**src/rtl/mem_copy_engine_pkg.sv**
```systemverilog
// Shared definitions for the memory copy engine: FSM states, bus widths and
// the address-range helper used when a copy is accepted.
package mem_copy_engine_pkg;

  localparam int unsigned WORD_W             = 32;
  localparam int unsigned SUM_W              = WORD_W + 1;
  localparam int unsigned ADDR_LIMIT_DEFAULT = 2048;

  typedef enum logic [1:0] {
    ST_IDLE,
    ST_READ,
    ST_WRITE,
    ST_DONE
  } state_e;

  // True when base..base+len-1 would reach past the last valid word address.
  function automatic logic range_bad(input logic [WORD_W-1:0] base,
                                     input logic [WORD_W-1:0] len,
                                     input int unsigned       limit);
    return (SUM_W'(base) + SUM_W'(len)) > SUM_W'(limit);
  endfunction

endpackage

```
**src/rtl/mem_copy_engine_if.sv**
```systemverilog
// Word-addressed memory bus between the copy engine (master) and a
// zero-latency memory (slave).
interface mem_copy_engine_if;
  import mem_copy_engine_pkg::*;

  logic [WORD_W-1:0] mem_address;
  logic              mem_read;
  logic              mem_write;
  logic [WORD_W-1:0] mem_writedata;
  logic [WORD_W-1:0] mem_readdata;

  modport master (
    output mem_address,
    output mem_read,
    output mem_write,
    output mem_writedata,
    input  mem_readdata
  );

  modport slave (
    input  mem_address,
    input  mem_read,
    input  mem_write,
    input  mem_writedata,
    output mem_readdata
  );

endinterface

```
**src/rtl/mem_copy_engine.sv**
```systemverilog
// Word-by-word memory copy engine: alternating READ/WRITE bus cycles with a
// range check at start, abort support and a one-cycle done pulse.
module mem_copy_engine
  import mem_copy_engine_pkg::*;
#(
  parameter int unsigned ADDR_LIMIT = ADDR_LIMIT_DEFAULT
) (
  input  logic              clk,
  input  logic              reset,
  input  logic              start_i,
  input  logic              abort_i,
  input  logic [WORD_W-1:0] src_i,
  input  logic [WORD_W-1:0] dst_i,
  input  logic [WORD_W-1:0] len_i,
  output logic              busy_o,
  output logic              done_o,
  output logic              error_o,
  output logic [WORD_W-1:0] words_copied_o,
  mem_copy_engine_if.master mem
);

  state_e            state_q, state_d;
  logic [WORD_W-1:0] src_q, src_d;
  logic [WORD_W-1:0] dst_q, dst_d;
  logic [WORD_W-1:0] rem_q, rem_d;
  logic [WORD_W-1:0] cnt_q, cnt_d;
  logic [WORD_W-1:0] data_q, data_d;
  logic              err_q, err_d;

  logic              busy_q, busy_d;
  logic              done_q, done_d;
  logic              rd_q, rd_d;
  logic              wr_q, wr_d;
  logic [WORD_W-1:0] addr_q, addr_d;
  logic [WORD_W-1:0] wdata_q, wdata_d;

  // Next-state logic; bus outputs are decoded from the next state so that the
  // registered strobes line up with the state they belong to.
  always_comb begin
    state_d = state_q;
    src_d   = src_q;
    dst_d   = dst_q;
    rem_d   = rem_q;
    cnt_d   = cnt_q;
    data_d  = data_q;
    err_d   = err_q;

    unique case (state_q)
      ST_IDLE: begin
        if (start_i) begin
          src_d = src_i;
          dst_d = dst_i;
          rem_d = len_i;
          cnt_d = '0;
          if (len_i == '0) begin
            err_d   = 1'b0;
            state_d = ST_DONE;
          end else if (range_bad(src_i, len_i, ADDR_LIMIT) ||
                       range_bad(dst_i, len_i, ADDR_LIMIT)) begin
            err_d   = 1'b1;
            state_d = ST_DONE;
          end else begin
            err_d   = 1'b0;
            state_d = ST_READ;
          end
        end
      end
      ST_READ: begin
        data_d  = mem.mem_readdata;
        state_d = abort_i ? ST_DONE : ST_WRITE;
      end
      ST_WRITE: begin
        src_d   = src_q + WORD_W'(1);
        dst_d   = dst_q + WORD_W'(1);
        rem_d   = rem_q - WORD_W'(1);
        cnt_d   = cnt_q + WORD_W'(1);
        state_d = (abort_i || rem_q == WORD_W'(1)) ? ST_DONE : ST_READ;
      end
      ST_DONE: begin
        state_d = ST_IDLE;
      end
      default: begin
        state_d = ST_IDLE;
      end
    endcase

    rd_d    = (state_d == ST_READ);
    wr_d    = (state_d == ST_WRITE);
    busy_d  = rd_d | wr_d;
    done_d  = (state_d == ST_DONE);
    addr_d  = rd_d ? src_d : (wr_d ? dst_d : '0);
    wdata_d = wr_d ? data_d : '0;
  end

  always_ff @(posedge clk) begin
    if (reset) begin
      state_q <= ST_IDLE;
      src_q   <= '0;
      dst_q   <= '0;
      rem_q   <= '0;
      cnt_q   <= '0;
      data_q  <= '0;
      err_q   <= 1'b0;
      busy_q  <= 1'b0;
      done_q  <= 1'b0;
      rd_q    <= 1'b0;
      wr_q    <= 1'b0;
      addr_q  <= '0;
      wdata_q <= '0;
    end else begin
      state_q <= state_d;
      src_q   <= src_d;
      dst_q   <= dst_d;
      rem_q   <= rem_d;
      cnt_q   <= cnt_d;
      data_q  <= data_d;
      err_q   <= err_d;
      busy_q  <= busy_d;
      done_q  <= done_d;
      rd_q    <= rd_d;
      wr_q    <= wr_d;
      addr_q  <= addr_d;
      wdata_q <= wdata_d;
    end
  end

  assign busy_o            = busy_q;
  assign done_o            = done_q;
  assign error_o           = err_q;
  assign words_copied_o    = cnt_q;
  assign mem.mem_read      = rd_q;
  assign mem.mem_write     = wr_q;
  assign mem.mem_address   = addr_q;
  assign mem.mem_writedata = wdata_q;

endmodule

```
**src/flat_wrapper.sv**
```systemverilog
// flat-port wrapper written by rule: the top's interface ports become plain ports
module mem_copy_engine_flat import mem_copy_engine_pkg::*;
#(
  parameter int unsigned ADDR_LIMIT = ADDR_LIMIT_DEFAULT
)
  (clk, reset, start_i, abort_i, src_i, dst_i, len_i, busy_o, done_o, error_o, words_copied_o, mem_mem_address, mem_mem_read, mem_mem_write, mem_mem_writedata, mem_mem_readdata);
  mem_copy_engine_if mem_i ();
  input  logic clk;
  input  logic reset;
  input  logic start_i;
  input  logic abort_i;
  input  logic [WORD_W-1:0] src_i;
  input  logic [WORD_W-1:0] dst_i;
  input  logic [WORD_W-1:0] len_i;
  output logic busy_o;
  output logic done_o;
  output logic error_o;
  output logic [WORD_W-1:0] words_copied_o;
  output wire logic [$bits(mem_i.mem_address)-1:0] mem_mem_address;
  output wire logic [$bits(mem_i.mem_read)-1:0] mem_mem_read;
  output wire logic [$bits(mem_i.mem_write)-1:0] mem_mem_write;
  output wire logic [$bits(mem_i.mem_writedata)-1:0] mem_mem_writedata;
  input wire logic [$bits(mem_i.mem_readdata)-1:0] mem_mem_readdata;
  assign mem_mem_address = mem_i.mem_address;
  assign mem_mem_read = mem_i.mem_read;
  assign mem_mem_write = mem_i.mem_write;
  assign mem_mem_writedata = mem_i.mem_writedata;
  assign mem_i.mem_readdata = mem_mem_readdata;
  mem_copy_engine #(.ADDR_LIMIT(ADDR_LIMIT)) u_core (.clk(clk), .reset(reset), .start_i(start_i), .abort_i(abort_i), .src_i(src_i), .dst_i(dst_i), .len_i(len_i), .busy_o(busy_o), .done_o(done_o), .error_o(error_o), .words_copied_o(words_copied_o), .mem(mem_i));
endmodule
```
**config.mk**
```make
export PLATFORM = sky130hd
export DESIGN_NAME = mem_copy_engine_flat
export DESIGN_NICKNAME = d
export VERILOG_FILES = /design/src/rtl/mem_copy_engine_pkg.sv /design/src/rtl/mem_copy_engine_if.sv /design/src/rtl/mem_copy_engine.sv /design/src/flat_wrapper.sv
export SDC_FILE = /design/constraint.sdc
export NUM_CORES = 1
export LEC_CHECK = 0
export BUFFER_PORTS_ARGS = -buffer_cell sky130_fd_sc_hd__buf_2
export CAP_MARGIN = 20
export CORE_AREA = 2 2 172 174
export CTS_CLUSTER_DIAMETER = 120
export DETAILED_ROUTE_END_ITERATION = 8
export DIE_AREA = 0 0 174 176
export GPL_TIMING_DRIVEN = 0
export PLACE_DENSITY_LB_ADDON = 0.25
export SLEW_MARGIN = 15
export SYNTH_ARGS = -nofsm -noshare
export SYNTH_HDL_FRONTEND = slang
export SYNTH_SLANG_ARGS = --single-unit
export TNS_END_PERCENT = 30
```
**constraint.sdc**
```tcl
create_clock -name clk -period 6.1 [get_ports clk]
set_clock_uncertainty 0.15 [all_clocks]
set_input_delay 0.915 -clock clk [delete_from_list [all_inputs] [get_ports clk]]
set_output_delay 0.915 -clock clk [all_outputs]
set_load 0.005 [all_outputs]
```
==> results of run 1 <==
==> path summary, 6_finish.rpt <==
path	slack, ns	from	to
worst min register to register	0.30	u_core.data_q[11]	u_core.data_q[11]
worst max-delay path	0.17	len_i[0]	u_core.mem.mem_address[7]
worst max register to register	1.76	u_core.state_q[0]	u_core.mem.mem_address[23]
worst min-delay path	0.30	u_core.data_q[11]	u_core.data_q[11]
==> power by group through the flow <==
stage	sequential (W)	combinational [W]	clock, W
final	0.00173	0.00127	0.00159
after global routing	0.00174	0.00136	0.00167
after CTS	0.00172	0.00123	0.00160
after detailed placement	0.00175	0.00122	0
after global placement	0.00175	0.00122	0
after floorplan	0.00174	0.000774	0
==> logic make-up after synthesis <==
| kind of cell | count (synthesis) |
|---|---|
| AO/OA/AOI/OAI | 571 |
| multiplexers | 15 |
| adder cells (fa/ha/maj) | 74 |
| XOR/XNOR | 65 |
| flip-flops | 231 |
| AND/OR/NAND/NOR | 779 |
| buffers and inverters | 140 |
==> per-stage QoR <==
stage          setup TNS, ns  setup WS, ns
2_1_floorplan              0          1.29
3_3_place_gp           -1.53        -0.166
3_5_place_dp           -1.73        -0.163
4_1_cts                    0         0.371
5_1_grt                    0        0.0965
6_report                   0         0.167
==> registers in the layout, indices dropped and copies added (netlist names) <==
register                  cells
u_core.error_o                1
u_core.mem.mem_writedata     32
u_core.mem.mem_address       32
u_core.words_copied_o        32
u_core.rem_q                 32
u_core.mem.mem_read           1
u_core.busy_o                 1
u_core.state_q                2
u_core.dst_q                 32
u_core.mem.mem_write          1
u_core.data_q                32
u_core.done_o                 1
u_core.src_q                 32
==> cell type report <==
type	instances	area, sq um	share of cell area
clock buffers	32	692	0.0416
inverters	31	116	0.00699
repair buffers	231	1160	0.0694
diodes	3	7.51	0.000451
clock inverters	14	178	0.0107
multi-input cells	1504	8970	0.539
plain buffers	109	422	0.0253
flip-flops and latches	231	4620	0.278
well taps	384	480	0.0289
==> worst max-delay path, stage by stage <==
cell and delay (ns):
sky130_fd_sc_hd__buf_2 0.14, sky130_fd_sc_hd__ha_1 0.22, sky130_fd_sc_hd__fa_1 0.43, sky130_fd_sc_hd__a211oi_1 0.51
sky130_fd_sc_hd__o211ai_1 0.26, sky130_fd_sc_hd__a21oi_1 0.21, sky130_fd_sc_hd__xnor2_1 0.14, sky130_fd_sc_hd__nor3_1 0.47
sky130_fd_sc_hd__nand4b_1 0.20, sky130_fd_sc_hd__nor3_1 0.22, sky130_fd_sc_hd__nand4bb_1 0.17, sky130_fd_sc_hd__or4_1 0.52
sky130_fd_sc_hd__o21ai_2 0.29, sky130_fd_sc_hd__and2_1 0.17, sky130_fd_sc_hd__ha_1 0.34, sky130_fd_sc_hd__nand2_1 0.12
sky130_fd_sc_hd__inv_1 0.08, sky130_fd_sc_hd__clkbuf_1 0.52, sky130_fd_sc_hd__a22o_1 0.29
==> cell usage after synthesis, drive strengths merged, types with 15 or more instances <==
master	n	area (sq um)
ha	72	901
nor3	46	230
and3	18	113
nand2	237	890
nor4	17	106
nor2b	15	93.8
dfxtp	231	4620
nand3	72	360
inv	31	116
xor2	32	280
and2	59	372
o21ai	98	494
a22o	22	193
or3	17	106
buf	23	98.9
clkbuf	86	323
nand4	35	219
nor2	214	803
a21oi	216	1090
xnor2	33	289
a31oi	30	188
a211oi	34	260
o22ai	44	275
==> routing by layer <==
layer / vias to the layer above / wire length [um] / global-route usage
li1: 7375 / - / -
met1: 7580 / 24800 / 0.509
met2: 1045 / 25800 / 0.586
met3: 178 / 6620 / 0.0678
met4: 0 / 2710 / 0.151
met5: - / 0 / 0
==> impl_metrics.py, run 1 <==
metrics = {
    "place": {
        "dpl-instance-area_sq_um": 15800,
        "place.port_buffers": 231,
        "routabilityCongestion": 1.01,
        "place.detailed.hpwl_mm": 47.2,
        "dp.cells": 2490,
    },
    "layout": {
        "design_area_sq_um": 16600,
        "flow.area_growth_from_synthesis_pct": 17.8,
        "drive_above_1_share": 0.147,
        "finalNonFillerCells": 2539,
        "commonest_non_fill_non_tap_cell_in_the_layout": "sky130_fd_sc_hd__buf_2",
        "finish.utilization": 0.583,
        "nNetsFinal": 2339,
        "final_cell_mix": "sky130_fd_sc_hd__buf_2, sky130_fd_sc_hd__nand2_1, sky130_fd_sc_hd__dfxtp_1",
        "layout_fillers": 2755,
    },
    "detailed_routing": {
        "detailed_route_drc_error_count": 0,
        "routed_vias_inst": 6.37,
        "routedWlPerCell_um": 23.6,
        "drt_iter0_drc": 2174,
        "num_vias": 16200,
        "detail_route.first_pass.iterations": 6,
        "drtAntennaViolNets": 0,
        "postRouteWirelength_mm": 59.9,
    },
    "synth": {
        "most_used_flip_flop_cell_after_synthesis": "sky130_fd_sc_hd__dfxtp_1",
        "synth_async_sr_flop_share": 0,
        "synth_top_family_by_area": "simple AND/OR/NAND/NOR gates",
        "netlist_instances": 1875,
        "mappedNetlistNets": 2081,
        "post_synth_instance_area_sq_um": 14100,
        "number_of_enable_type_register_cells_in_the_synthesized_netlist": 0,
        "muxShareOfSynthArea": 0.0113,
        "syn_area_per_cell_sq_um": 7.54,
        "synth-compound-area-share": 0.258,
        "ys_seq_area_frac": 0.327,
        "synth-adder-area-share": 0.0666,
        "yosys_warnings": 0,
        "number_of_distinct_library_cells_after_synthesis": 74,
        "synth_simple_gate_area_frac": 0.259,
        "synthXorXnorAreaFrac": 0.0403,
        "synth_seq_cells": 231,
    },
    "clock_tree": {
        "clock_latency_ns": 0.55,
        "ctsRootBufferMaster": "sky130_fd_sc_hd__clkbuf_16",
        "cts_inserted_buffers": 25,
        "cts-htree-levels": 1,
        "tritoncts": "yes",
        "post-cts-setup-buffer-count": 0,
        "clock_transition_time_at_the_flip_flop_clock_pins_of_the_worst_setup_and_hold_paths_ns": 0.06,
        "cts.repair.resized": 0,
        "cts_sinks": 231,
        "buffer_levels_on_the_longest_clock_path": 3,
        "hold_fix_buffers_cts": 0,
    },
    "min_path": {
        "hold_path_class": "flop to flop",
        "hold-path-cell-count": 2,
    },
    "die": {
        "design.die.area_sq_um": 30600,
        "floorplan.core_area_sq_um": 28500,
        "num_io_pins": 233,
        "row_count": 62,
        "floorplan.initialDensity": 0.495,
        "chipHeight_um": 176,
        "die_w_um": 174,
    },
    "pwr": {
        "total_switching_power_w": 0.00160,
        "powerDensity_nw_per_um2": 276,
        "combinationalPowerShare": 0.277,
        "vdd.ir_drop.worst_uv": 208,
        "report.power.total_w": 0.00460,
        "switching_share": 0.348,
        "power_report.internal_total_w": 0.00300,
        "power_frac_clock": 0.347,
        "seq_power_share": 0.376,
        "p_leak_nw": 6.69,
    },
    "critical_path": {
        "timing.critical_path.required_ns": 6.41,
        "timing.critical_path.to_type": "flop",
        "r2r_cells": 11,
        "critPathLaunchType": "input pin",
        "start_to_end_type_of_the_worst_setup_path": "input pin to flop",
        "worst_ep_arrival_time_ns": 6.24,
        "critical_path.max_fanout": 10,
    },
    "sta": {
        "layout_min_cycle_time_ns": 5.93,
        "min_period_over_period": 0.973,
        "timing.fmax_ghz": 0.169,
        "whs_ns": 0.305,
        "setup_repair_after_global_routing_missed_its_margin": "no",
        "worst_pin_slew_ns": 1.04,
        "timing_hold_violations_final": 0,
        "timing.max_slew.rel_slack": 0.303,
        "timing.final.max_slew_violations": 0,
        "setup_viol": 0,
    },
    "run_status": {
        "status": "finished clean",
    },
    "global_route": {
        "number_of_global_route_vias_before_repair": 14600,
        "gr-usage-all-layers": 0.373,
        "grt_antenna_before_repair": 4,
        "grt_first_pass_wirelength_mm": 87.7,
        "grt_start_max_net_pins": 15,
        "grt.overflow.total": 0,
    },
    "run": {
        "max-cap-violations": 0,
    },
}
Note: power is estimated with default switching activity, not from simulation.
==> inputs of run 2 (changes only) <==
--- a/config.mk
+++ b/config.mk
@@ -7,12 +7,13 @@
 export LEC_CHECK = 0
 export BUFFER_PORTS_ARGS = -buffer_cell sky130_fd_sc_hd__buf_2
 export CAP_MARGIN = 20
-export CORE_AREA = 2 2 172 174
+export CORE_AREA = 2 2 204 206
 export CTS_CLUSTER_DIAMETER = 120
 export DETAILED_ROUTE_END_ITERATION = 8
-export DIE_AREA = 0 0 174 176
+export DIE_AREA = 0 0 206 208
 export GPL_TIMING_DRIVEN = 0
 export PLACE_DENSITY_LB_ADDON = 0.25
+export SKIP_CTS_REPAIR_TIMING = 1
 export SLEW_MARGIN = 15
 export SYNTH_ARGS = -nofsm -noshare
 export SYNTH_HDL_FRONTEND = slang
==> impl_metrics.py, run 2 (same netlist as run 1, synthesis figures left out) <==
metrics = {
    "layout": {
        "finish.utilization": 0.414,
        "nNetsFinal": 2339,
        "antennaDiodeCount": 0,
        "layout_fillers": 4262,
        "drive_above_1_share": 0.146,
        "final_cell_mix": "sky130_fd_sc_hd__buf_2, sky130_fd_sc_hd__nand2_1, sky130_fd_sc_hd__dfxtp_1",
        "commonest_non_fill_non_tap_cell_in_the_layout": "sky130_fd_sc_hd__buf_2",
        "flow.area_growth_from_synthesis_pct": 18.7,
        "design_area_sq_um": 16800,
        "ff_latch_area_sq_um": 4620,
        "multi_input_comb_area_sq_um": 8980,
    },
    "global_route": {
        "number_of_global_route_vias_before_repair": 14600,
        "gr-usage-all-layers": 0.271,
        "grt_antenna_before_repair": 0,
        "grt.overflow.total": 0,
        "grt_first_pass_wirelength_mm": 88.7,
        "grt_start_max_net_pins": 14,
    },
    "die": {
        "chipHeight_um": 208,
        "floorplan.initialDensity": 0.349,
        "floorplan.core_area_sq_um": 40600,
        "design.die.area_sq_um": 42800,
        "die_w_um": 206,
        "num_io_pins": 233,
        "row_count": 74,
    },
    "critical_path": {
        "buf_inv_stages_crit_path": 3,
        "timing.critical_path.cells": "buf_2, ha_1, a211o_1, a221oi_1, o21ai_1, a21oi_2, o41ai_4, mux2i_1, a2111oi_0, nand4_1, or4_1, o21ai_2, and2_1, ha_1, nand2_1, inv_1, clkbuf_1, a22o_1",
        "critical_path.max_fanout": 10,
        "timing.critical_path.to_type": "flop",
        "worst_ep_arrival_time_ns": 6.22,
        "timing.critical_path.required_ns": 6.42,
        "critPathSlowestCell": "sky130_fd_sc_hd__a221oi_1",
        "critPathLaunchType": "input pin",
        "start_to_end_type_of_the_worst_setup_path": "input pin to flop",
        "crit_path_frequent_cell": "sky130_fd_sc_hd__ha_1",
        "crit_path_max_incr_delay_ns": 0.56,
        "cpLargestDelayFamily": "compound AO/OA/AOI/OAI gates",
    },
    "detailed_routing": {
        "routed_vias_inst": 5.89,
        "drtAntennaViolNets": 0,
        "num_vias": 15800,
        "detailed_route_drc_error_count": 0,
        "routedWlPerCell_um": 22.5,
        "detail_route.first_pass.iterations": 7,
        "drt_iter0_drc": 1486,
        "postRouteWirelength_mm": 60.4,
    },
    "pwr": {
        "vdd.ir_drop.worst_uv": 197,
        "powerDensity_nw_per_um2": 271,
        "p_leak_nw": 6.66,
    },
    "run": {
        "max-cap-violations": 0,
    },
    "place": {
        "place.detailed.hpwl_mm": 47.3,
        "placement.setup.worst_slack_ns": -0.339,
        "place.port_buffers": 231,
        "routabilityCongestion": 1.01,
        "dpl-instance-area_sq_um": 16000,
    },
    "clock_tree": {
        "tritoncts": "yes",
        "cts_inserted_buffers": 25,
        "cts-htree-levels": 1,
        "buffer_levels_on_the_longest_clock_path": 3,
        "clock_transition_time_at_the_flip_flop_clock_pins_of_the_worst_setup_and_hold_paths_ns": 0.06,
        "clock_latency_ns": 0.55,
        "cts_sinks": 231,
        "ctsRootBufferMaster": "sky130_fd_sc_hd__clkbuf_16",
    },
    "min_path": {
        "hold_path_class": "flop to flop",
    },
    "sta": {
        "min_period_over_period": 0.967,
        "finalWorstSetupSlack_ns": 0.203,
        "setup_viol": 0,
        "timing.final.max_slew_violations": 0,
        "timing_hold_violations_final": 0,
        "setup_repair_after_global_routing_missed_its_margin": "no",
        "worst_pin_slew_ns": 0.928,
        "timing.max_slew.rel_slack": 0.381,
        "layout_min_cycle_time_ns": 5.90,
        "timing.fmax_ghz": 0.170,
        "whs_ns": 0.302,
    },
    "run_status": {
        "status": "finished clean",
    },
}
[run 2: cell count changes in the layout (fill, tap and decap cells not counted), sizes merged]
cell,delta
clkinv,-4
clkbuf,+1
bufinv,-1
diode,-3
inv,-1
[run 2: worst paths after layout]
kind                            slack, ns                    endpoint  cells after the start               from
worst max register to register       1.94   u_core.mem.mem_address[0]                     12  u_core.state_q[0]
worst max-delay path                 0.20  u_core.mem.mem_address[15]                     18           len_i[1]
worst min-delay path                 0.30            u_core.data_q[7]                      2   u_core.data_q[7]
worst min register to register       0.30            u_core.data_q[7]                      2   u_core.data_q[7]
[run 2: per-layer routing]
layer / track usage / wire length [um] / vias to the layer above / part of all wire
li1: - / - / 7367 / -
met1: 0.351 / 24800 / 7380 / 0.41
met2: 0.432 / 27100 / 876 / 0.45
met3: 0.0663 / 6200 / 144 / 0.10
met4: 0.100 / 2320 / 0 / 0.038
met5: 0 / 0 / - / 0
[run 2: report_power, final]
part	switching, W	internal, W	total [W]	leakage (nW)
Clock	0.000644	0.000897	0.00154	0.394
Sequential	0.0000937	0.00163	0.00173	1.89
Combinational	0.000848	0.000426	0.00127	4.38
Total	0.00159	0.00296	0.00454	6.66
[run 2: area by class of cell]
type / count / area share
Sequential cell: 231 / 0.276
Tap cell: 532 / 0.0397
Clock buffer: 33 / 0.0421
Inverter: 31 / 0.00694
Buffer: 109 / 0.0251
Timing Repair Buffer: 231 / 0.0689
Clock inverter: 8 / 0.00671
Multi-Input combinational cell: 1504 / 0.535
[run 2: metrics by stage]
stage	total power, W	setup TNS, ns	std cells
2_1_floorplan	0.00251	0	1875
6_report	0.00454	0	2679
5_1_grt	0.00473	0	2679
3_3_place_gp	0.00298	-5.25	2638
4_1_cts	0.00453	0	2679
3_5_place_dp	0.00299	-6.80	2638
[run 2: worst reg2reg max path, cell delays in order, from the launching register on]
cell	delay, ns
sky130_fd_sc_hd__dfxtp_1	0.34
sky130_fd_sc_hd__clkbuf_1	0.43
sky130_fd_sc_hd__inv_1	0.17
sky130_fd_sc_hd__nand2_1	0.16
sky130_fd_sc_hd__nand2_1	0.35
sky130_fd_sc_hd__clkbuf_1	0.45
sky130_fd_sc_hd__a21oi_1	0.37
sky130_fd_sc_hd__inv_1	0.11
sky130_fd_sc_hd__ha_1	0.32
sky130_fd_sc_hd__nor2b_1	0.36
sky130_fd_sc_hd__clkbuf_1	0.55
sky130_fd_sc_hd__nand2_1	0.10
sky130_fd_sc_hd__o21ai_0	0.17
